==> config.mk <==
export PLATFORM = sky130hd
export DESIGN_NAME = wimax_interleaver
export DESIGN_NICKNAME = d
export VERILOG_FILES = /design/src/rtl/wimax_interleaver.sv
export SDC_FILE = /design/constraint.sdc
export NUM_CORES = 1
export LEC_CHECK = 0
export CORE_MARGIN = 5
export CORE_UTILIZATION = 30
export CTS_CLUSTER_DIAMETER = 30
export DETAILED_ROUTE_END_ITERATION = 7
export GPL_ROUTABILITY_DRIVEN = 0
export PLACE_DENSITY = 0.45
export SLEW_MARGIN = 15
export SYNTH_ARGS = -nofsm -noshare
export SYNTH_HDL_FRONTEND = slang
export SYNTH_SLANG_ARGS = --single-unit
==> constraint.sdc <==
create_clock -name clk_100MHz -period 8.15 [get_ports clk_100MHz]
set_clock_uncertainty 0.05 [all_clocks]
set_input_delay 1.63 -clock clk_100MHz [delete_from_list [all_inputs] [get_ports clk_100MHz]]
set_output_delay 1.63 -clock clk_100MHz [all_outputs]
set_load 0.05 [all_outputs]
==> src/rtl/wimax_interleaver.sv <==
// WiMAX QPSK-1/2 block interleaver: serial in, first-stage permutation, serial out.
// Two 192-bit banks in one 384x1 RAM run ping-pong so a continuous input gives a continuous output.
module wimax_interleaver #(
  parameter int NCBPS = 192,
  parameter int D     = 16
) (
  input  logic clk_100MHz,
  input  logic rst_n,
  input  logic data_in,
  input  logic valid_in,
  output logic ready_out,
  output logic valid_out,
  output logic serial_out
);

  localparam int         ROWS     = NCBPS / D;
  localparam logic [7:0] LAST     = 8'(NCBPS - 1);
  localparam logic [7:0] STEP     = 8'(ROWS);
  localparam logic [3:0] COL_LAST = 4'(D - 1);
  localparam logic [8:0] BANK_OFS = 9'(NCBPS);

  typedef enum logic {S_IDLE, S_DRAIN} state_t;

  // Handshake: a bit moves on every rising edge where valid_in && ready_out;
  // valid_out marks serial_out as meaningful, and there is no downstream backpressure.
  logic       r_init;
  logic       r_wr_bank;
  logic [7:0] r_wr_cnt;
  logic [7:0] r_wr_addr;
  logic [3:0] r_row;
  logic [3:0] r_col;
  logic [1:0] r_full;
  state_t     r_state;
  logic       r_rd_bank;
  logic [7:0] r_rd_cnt;
  logic       r_rd_valid;
  logic       r_rd_data;
  logic       r_valid_out;
  logic       r_serial_out;
  logic       r_mem [0:2*NCBPS-1];

  logic       w_rd_en;
  logic       w_rd_fire;
  logic       w_rd_last;
  logic       w_ready;
  logic       w_accept;
  logic       w_wr_done;
  logic [8:0] w_wr_phys;
  logic [8:0] w_rd_phys;
  logic [1:0] w_full_nxt;
  state_t     w_state_nxt;
  logic       w_rd_bank_nxt;
  logic [7:0] w_rd_cnt_nxt;

  // Read-side enable; tied high, kept as a named net so the read side can be stalled in simulation.
  assign w_rd_en   = 1'b1;
  assign w_rd_fire = w_rd_en && (r_state == S_DRAIN);
  assign w_rd_last = w_rd_fire && (r_rd_cnt == LAST);
  assign w_ready   = r_init && (!r_full[r_wr_bank] || (w_rd_last && (r_rd_bank == r_wr_bank)));
  assign w_accept  = valid_in && w_ready;
  assign w_wr_done = w_accept && (r_wr_cnt == LAST);
  assign w_wr_phys = {1'b0, r_wr_addr} + (r_wr_bank ? BANK_OFS : 9'd0);
  assign w_rd_phys = {1'b0, r_rd_cnt} + (r_rd_bank ? BANK_OFS : 9'd0);

  // Write address walks m(k) = 12*(k mod 16) + k/16 with an add-12 / restart-at-row+1 scheme.
  always_ff @(posedge clk_100MHz or negedge rst_n) begin
    if (!rst_n) begin
      r_init    <= 1'b0;
      r_wr_bank <= 1'b0;
      r_wr_cnt  <= 8'd0;
      r_wr_addr <= 8'd0;
      r_row     <= 4'd0;
      r_col     <= 4'd0;
    end else begin
      r_init <= 1'b1;
      if (w_accept) begin
        if (w_wr_done) begin
          r_wr_bank <= ~r_wr_bank;
          r_wr_cnt  <= 8'd0;
          r_wr_addr <= 8'd0;
          r_row     <= 4'd0;
          r_col     <= 4'd0;
        end else begin
          r_wr_cnt <= r_wr_cnt + 8'd1;
          if (r_col == COL_LAST) begin
            r_col     <= 4'd0;
            r_row     <= r_row + 4'd1;
            r_wr_addr <= {4'd0, r_row} + 8'd1;
          end else begin
            r_col     <= r_col + 4'd1;
            r_wr_addr <= r_wr_addr + STEP;
          end
        end
      end
    end
  end

  always_comb begin
    w_full_nxt = r_full;
    if (w_rd_last) w_full_nxt[r_rd_bank] = 1'b0;
    if (w_wr_done) w_full_nxt[r_wr_bank] = 1'b1;
  end

  // A block completing this cycle counts as full, so draining starts on the same edge.
  always_comb begin
    w_state_nxt   = r_state;
    w_rd_bank_nxt = r_rd_bank;
    w_rd_cnt_nxt  = r_rd_cnt;
    if (w_rd_en) begin
      case (r_state)
        S_IDLE: begin
          if ((|r_full) || w_wr_done) begin
            w_state_nxt   = S_DRAIN;
            w_rd_cnt_nxt  = 8'd0;
            w_rd_bank_nxt = (r_full[~r_wr_bank] && !r_full[r_wr_bank]) ? ~r_wr_bank : r_wr_bank;
          end
        end
        S_DRAIN: begin
          if (r_rd_cnt == LAST) begin
            if (r_full[~r_rd_bank] || (w_wr_done && (r_wr_bank != r_rd_bank))) begin
              w_rd_bank_nxt = ~r_rd_bank;
              w_rd_cnt_nxt  = 8'd0;
            end else begin
              w_state_nxt = S_IDLE;
            end
          end else begin
            w_rd_cnt_nxt = r_rd_cnt + 8'd1;
          end
        end
        default: w_state_nxt = S_IDLE;
      endcase
    end
  end

  always_ff @(posedge clk_100MHz or negedge rst_n) begin
    if (!rst_n) begin
      r_full       <= 2'b00;
      r_state      <= S_IDLE;
      r_rd_bank    <= 1'b0;
      r_rd_cnt     <= 8'd0;
      r_rd_valid   <= 1'b0;
      r_valid_out  <= 1'b0;
      r_serial_out <= 1'b0;
    end else begin
      r_full       <= w_full_nxt;
      r_state      <= w_state_nxt;
      r_rd_bank    <= w_rd_bank_nxt;
      r_rd_cnt     <= w_rd_cnt_nxt;
      r_rd_valid   <= w_rd_fire;
      r_valid_out  <= r_rd_valid;
      r_serial_out <= r_rd_valid & r_rd_data;
    end
  end

  always_ff @(posedge clk_100MHz) begin
    if (w_accept)  r_mem[w_wr_phys] <= data_in;
    if (w_rd_fire) r_rd_data        <= r_mem[w_rd_phys];
  end

  assign ready_out  = w_ready;
  assign valid_out  = r_valid_out;
  assign serial_out = r_serial_out;

endmodule

### After elaboration in Yosys (flattened, before gate mapping)

Memories as Yosys holds them, arrays and structs flattened. A register that Yosys moved wholly into a read port is not among the register bits.
Index checks and enable logic that the tools add are counted.

| cells by class | value |
|---|---|
| shift operators | 0 |
| $lt $le $gt $ge | 6 |
| mux-type cells | 36 |
| reductions and logical operators | 19 |
| div/mod/pow operators | 0 |
| bitwise gates (word level) | 7 |
| $mul | 0 |
| add/subtract/negate cells | 8 |
| eq/ne operators | 9 |

Operator list:

| operator | count |
|---|---|
| $mux 8 | 8 |
| $add 8x8->9 | 2 |
| $mux 1 | 17 |
| $add 8x1->8 const B | 2 |
| $eq 8x8->1 const B | 2 |
| $mux 4 | 4 |
| $pmux 8 s2 | 1 |
| $logic_and 1x1->1 | 9 |
| $add 4x1->4 const B | 2 |
| $add 8x4->8 const B | 1 |
| $lt 1x2->1 const B | 4 |
| $reduce_and 2->1 | 3 |
| $add 4x1->5 const B | 1 |
| $eq 4x4->1 const B | 1 |
| $mux 2 | 2 |
| $ne 2x1->1 const B | 2 |
| $pmux 1 s2 | 2 |
| $logic_or 1x1->1 | 3 |
| $ne 3x2->1 const B | 1 |
| $not 1->1 | 3 |
| $reduce_and 3->1 | 1 |
| $and 2x2->2 | 1 |
| $demux 1 s1 | 2 |
| $ge 1x1->1 const B | 2 |
| 9 further kinds | 9 |

| storage, ports and cells | value |
|---|---|
| flip-flop bits (word level) | 41 |
| latch bits | 0 |
| memories | 1 |
| memory bits (writable) | 384 |
| output and inout port bits | 3 |
| ROM bits | 0 |

Memory list:

| name | depth | width | read ports | clocked after memory_dff | write ports | RTL line | source |
|---|---|---|---|---|---|---|---|
| r_mem | 384 | 1 | 1 | 1 | 1 | 40 | `logic r_mem [0:2*NCBPS-1];` |

### Depth between registers and ports, before layout

| logic depth | value |
|---|---|
| depth after elaboration | 12 |
| gate-level depth with buffers | 11 |

### Worst setup path after synthesis

Ideal clock, no wire load.

| timing path | value |
|---|---|
| kind | register to output |
| start point | register r_rd_cnt[0] |
| end point | output ready_out |
| arrival time | 1.904 ns |
| setup slack | 4.566 ns |
| cell stages (with the launch flop) | 6 |
| path buffers | 0 |
| data required time | 6.470 ns |
| cell sequence | dfrtp_1 -> ha_1 -> nand3_2 -> nor4_4 -> a31oi_1 -> nor2b_1 |

| between the ends | value |
|---|---|
| cells in the longest elaborated chain, start to end | 5 |

Ends and longest elaborated chain:

| item | RTL line | source |
|---|---|---|
| from (decl) | 35 | `logic [7:0] r_rd_cnt;` |
| from (signal assigned) | 148 | `r_rd_cnt <= w_rd_cnt_nxt;` |
| $eq 8x8->1 | 58 | `assign w_rd_last = w_rd_fire && (r_rd_cnt == LAST);` |
| $logic_and 1x1->1 | 58 |  |
| $logic_and 1x1->1 | 59 | `assign w_ready = r_init && (!r_full[r_wr_bank] \|\| (w_rd_last && (r_rd_bank == r_wr_bank)));` |
| $logic_or 1x1->1 | 59 |  |
| $logic_and 1x1->1 | 59 |  |
| to (decl) | 11 | `output logic ready_out,` |

No other way between the ends.

### Worst setup path in the final report

Ends and elaborated chain as after synthesis.

==> results.md <==
* Setup CP Type: reg -> out
* Largest net degree at the start of global routing at 175
* Worst hold endpoint: valid_out
* Leak pwr at 7.22 nW
* DIE AREA at 68600 µm²
* Core area at 63000 µm²
* Met1 WL at 24300 µm
* Post-CTS Setup Inserts at 0
* Clock slew seen by the registers of the worst setup and hold paths at 0.04 ns
* FP Rows at 92
* Routed via count at 11700
* Routed WL at 53300 µm
* Hold_buf cts at 0
* Endpoints failing setup at 0
* Worst min-delay path category: reg -> reg
* Critical path origin: r_rd_cnt[0]
* Antenna fix cells at 0
* Worst-Margin Slew at 1.20 ns
* Initial antenna violation count at 0
* Die X at 262 µm
* Max VDD drop at 0.160 mV
* Port Buffers at 6
* Highest Signal Layer: met4
* Async SR Flop Fraction at 0.0962
* Post_cts resized at 0
* Min Clock Period, post-route at 5.65 ns
* #FFs+latches synth at 426
* Final net count at 1430
* R2R Path End: r_mem[342]
* Slew Limit Fails at 0
* Met2 wire len at 24900 µm
* Finished Layout Cells at 2349
* WL/cell at 22.7 µm
* Post-DP Area at 19800 µm²
* Starting Density at 0.302
* Mapped Area at 19000 µm²
* Clock sinks at 426
* Max-cap violations at 0
* Flop-to-flop setup slack at 2.91 ns
* Syn Nets at 1394
* Syn Area/Cell at 13.8 µm²
* Outcome: completed
* RSZ-0062 raised after global routing: false
* Length of routed met3 wiring at 2700 µm
* Clk root buf: clkbuf_16
* Relative slew slack at 0.200
* Number of global-route vias before repair at 12200
* Clock Path Buffers at 3
* DR vias/cell at 4.97
* Cell count after placement at 2148
* Top fanout value on the critical path at 57
* Detailed placer's ending HPWL at 28800 µm
* Filler Cell Count at 6042
* P per Cell Area at 278 nW/µm²
* Total Routing Usage GR at 0.156
* Post-DRT Antenna Nets at 0
* Worst setup SP type: flip-flop
* Post-Syn Instances at 1377
* Sequential element share of the synthesized area at 0.661
* Cell area after layout at 23400 µm²
* Worst Min Path Start: r_rd_valid
* Worst reg2reg startpoint: r_rd_cnt[0]
* H-tree levels at 3
* Count of final hold-check violations at 0
* CTS tree: built
* Clk_lat worst skew at 0.64 ns
* Register area at 12600 µm²
* Critical Path Sink Type: output pin
* IO Count at 7
* EDFF count, synth at 385
* Grt ovf at 0
* Tcrit/Tclk final at 0.694
* Area growth from synthesis to layout at 22.6%
* Die Height at 262 µm
* CP Data Required Time at 6.47 ns
* DRC viols at 0
* Fraction of layout cells with a size suffix above 1 at 0.185
* 1st-iter DRT viols at 924
* Area contributors post-synth: edfxtp_1 (61%), mux4_2 (8.4%), nor2_1 (8.2%), dfrtp_1 (5.4%), mux2i_1 (2.0%)
* Ys flop type: edfxtp_1
* Yosys top cell area share at 0.607
* Post-Route Setup TNS at 0 ns
* Multi-input gate area at 5890 µm²
* First-pass GRT wire length at 79300 µm
* Synth Warn # at 0
* F_max at 177 MHz
* Synth unique cells at 65
* Worst reg2reg path depth at 9
* CTS Buf Count at 109
* Pre-antenna DRT Iters at 5
* Hold Path Cell Cnt at 0
* Worst Path Arrival at 3.97 ns
* Yosys top cell by area: edfxtp_1
==> critical path, cell delays in order (launching register included) <==
cell	delay, ns
dfrtp_4	1.11
ha_1	0.34
nand3_2	0.14
nor4_4	0.47
a31oi_1	0.19
nor2b_1	0.23
clkdlybuf4s50_1	0.84
==> worst max path at each step <==
stage               slack [ns]  cells after the start         end
detailed placement        2.93                      9  r_mem[358]
CTS                       2.42                      6   ready_out
global route              2.22                      6   ready_out
finish                    2.50                      6   ready_out
global placement          3.05                      9  r_mem[134]
floorplan                 4.57                      5   ready_out
==> per-stage QoR <==
stage | util | worst slack (ns) | hold slack (ns) | total power [mW]
floorplan | - | 4.57 | 0.297 | 2.43
global route | 0.371 | 2.22 | 0.333 | 6.69
global placement | 0.315 | 3.05 | 0.310 | 2.46
CTS | 0.371 | 2.42 | 0.322 | 6.56
finish | 0.371 | 2.50 | 0.322 | 6.49
detailed placement | 0.315 | 2.93 | 0.313 | 2.46
==> area by class of cell <==
| cell class | count | area share |
|---|---|---|
| Clock buffer | 144 | 0.126 |
| Clock inverter | 57 | 0.0249 |
| Inverter | 14 | 0.00225 |
| Multi-Input combinational cell | 834 | 0.252 |
| Sequential cell | 426 | 0.539 |
| Tap cell | 846 | 0.0453 |
| Timing Repair Buffer | 28 | 0.00981 |
==> cell families after synthesis <==
kind of cell / Yosys count / share of synthesized area
mux: 128 / 0.125
simple gates: 568 / 0.125
buf+inv: 117 / 0.0317
xor+xnor: 16 / 0.00736
fa+ha+maj: 13 / 0.00933
other cells: 1 / 0.000197
flops: 426 / 0.661
compound gates: 108 / 0.0405
==> metal layers <==
metal | vias to the layer above | track usage
met4 | 0 | 0.0520
met1 | 6063 | 0.212
li1 | 5201 | -
met3 | 77 | 0.0376
met2 | 334 | 0.248
met5 | - | 0
==> registers in the layout (all words and copies together), names as in the netlist, 2 cells and up <==
name       flops
r_wr_addr      8
r_wr_cnt       8
r_rd_cnt       8
r_col          4
r_row          4
r_full         2
r_mem        384
==> synthesized netlist by cell type, types with 11 or more instances <==
cell type	instances
nor2_1	414
edfxtp_1	385
mux4_2	71
clkbuf_1	63
nand2_1	56
dfrtp_1	41
mux2i_1	38
buf_2	21
nor3_1	20
nand3_1	19
o21ai_0	19
inv_1	13
mux4_1	13
nor2b_1	12
ha_1	11
o22ai_1	11
==> power by group <==
group,internal [mW],switching [mW],total [mW]
registers,2.39,0.000166,2.39
clock network,2.81,1.25,4.06
logic,0.00211,0.0309,0.0331
==> layout by cell type (no fill, tap or decap), drive strengths merged, types with 6 or more instances in the layout <==
cell    synthesis  routed
mux4           84      84
nand2b         10      10
nor3           20      20
dfrtp          41      41
nand4          11      11
ha             11      11
xor2            6       6
clkinv          1      42
xnor2          10      10
nand3          20      20
edfxtp        385     385
bufinv          0      10
nand2          56      56
mux2i          38      38
nor2          415     415
a221oi          8       8
a211oi         10      10
clkbuf         63     144
inv            13      18
a31oi           7       7
o21ai          27      27
a21oi          10      10
o22ai          11      11
buf            40      24
a221o           6       6
nor2b          12      12
mux2            6       6
Power figures use the tool's default switching activity.
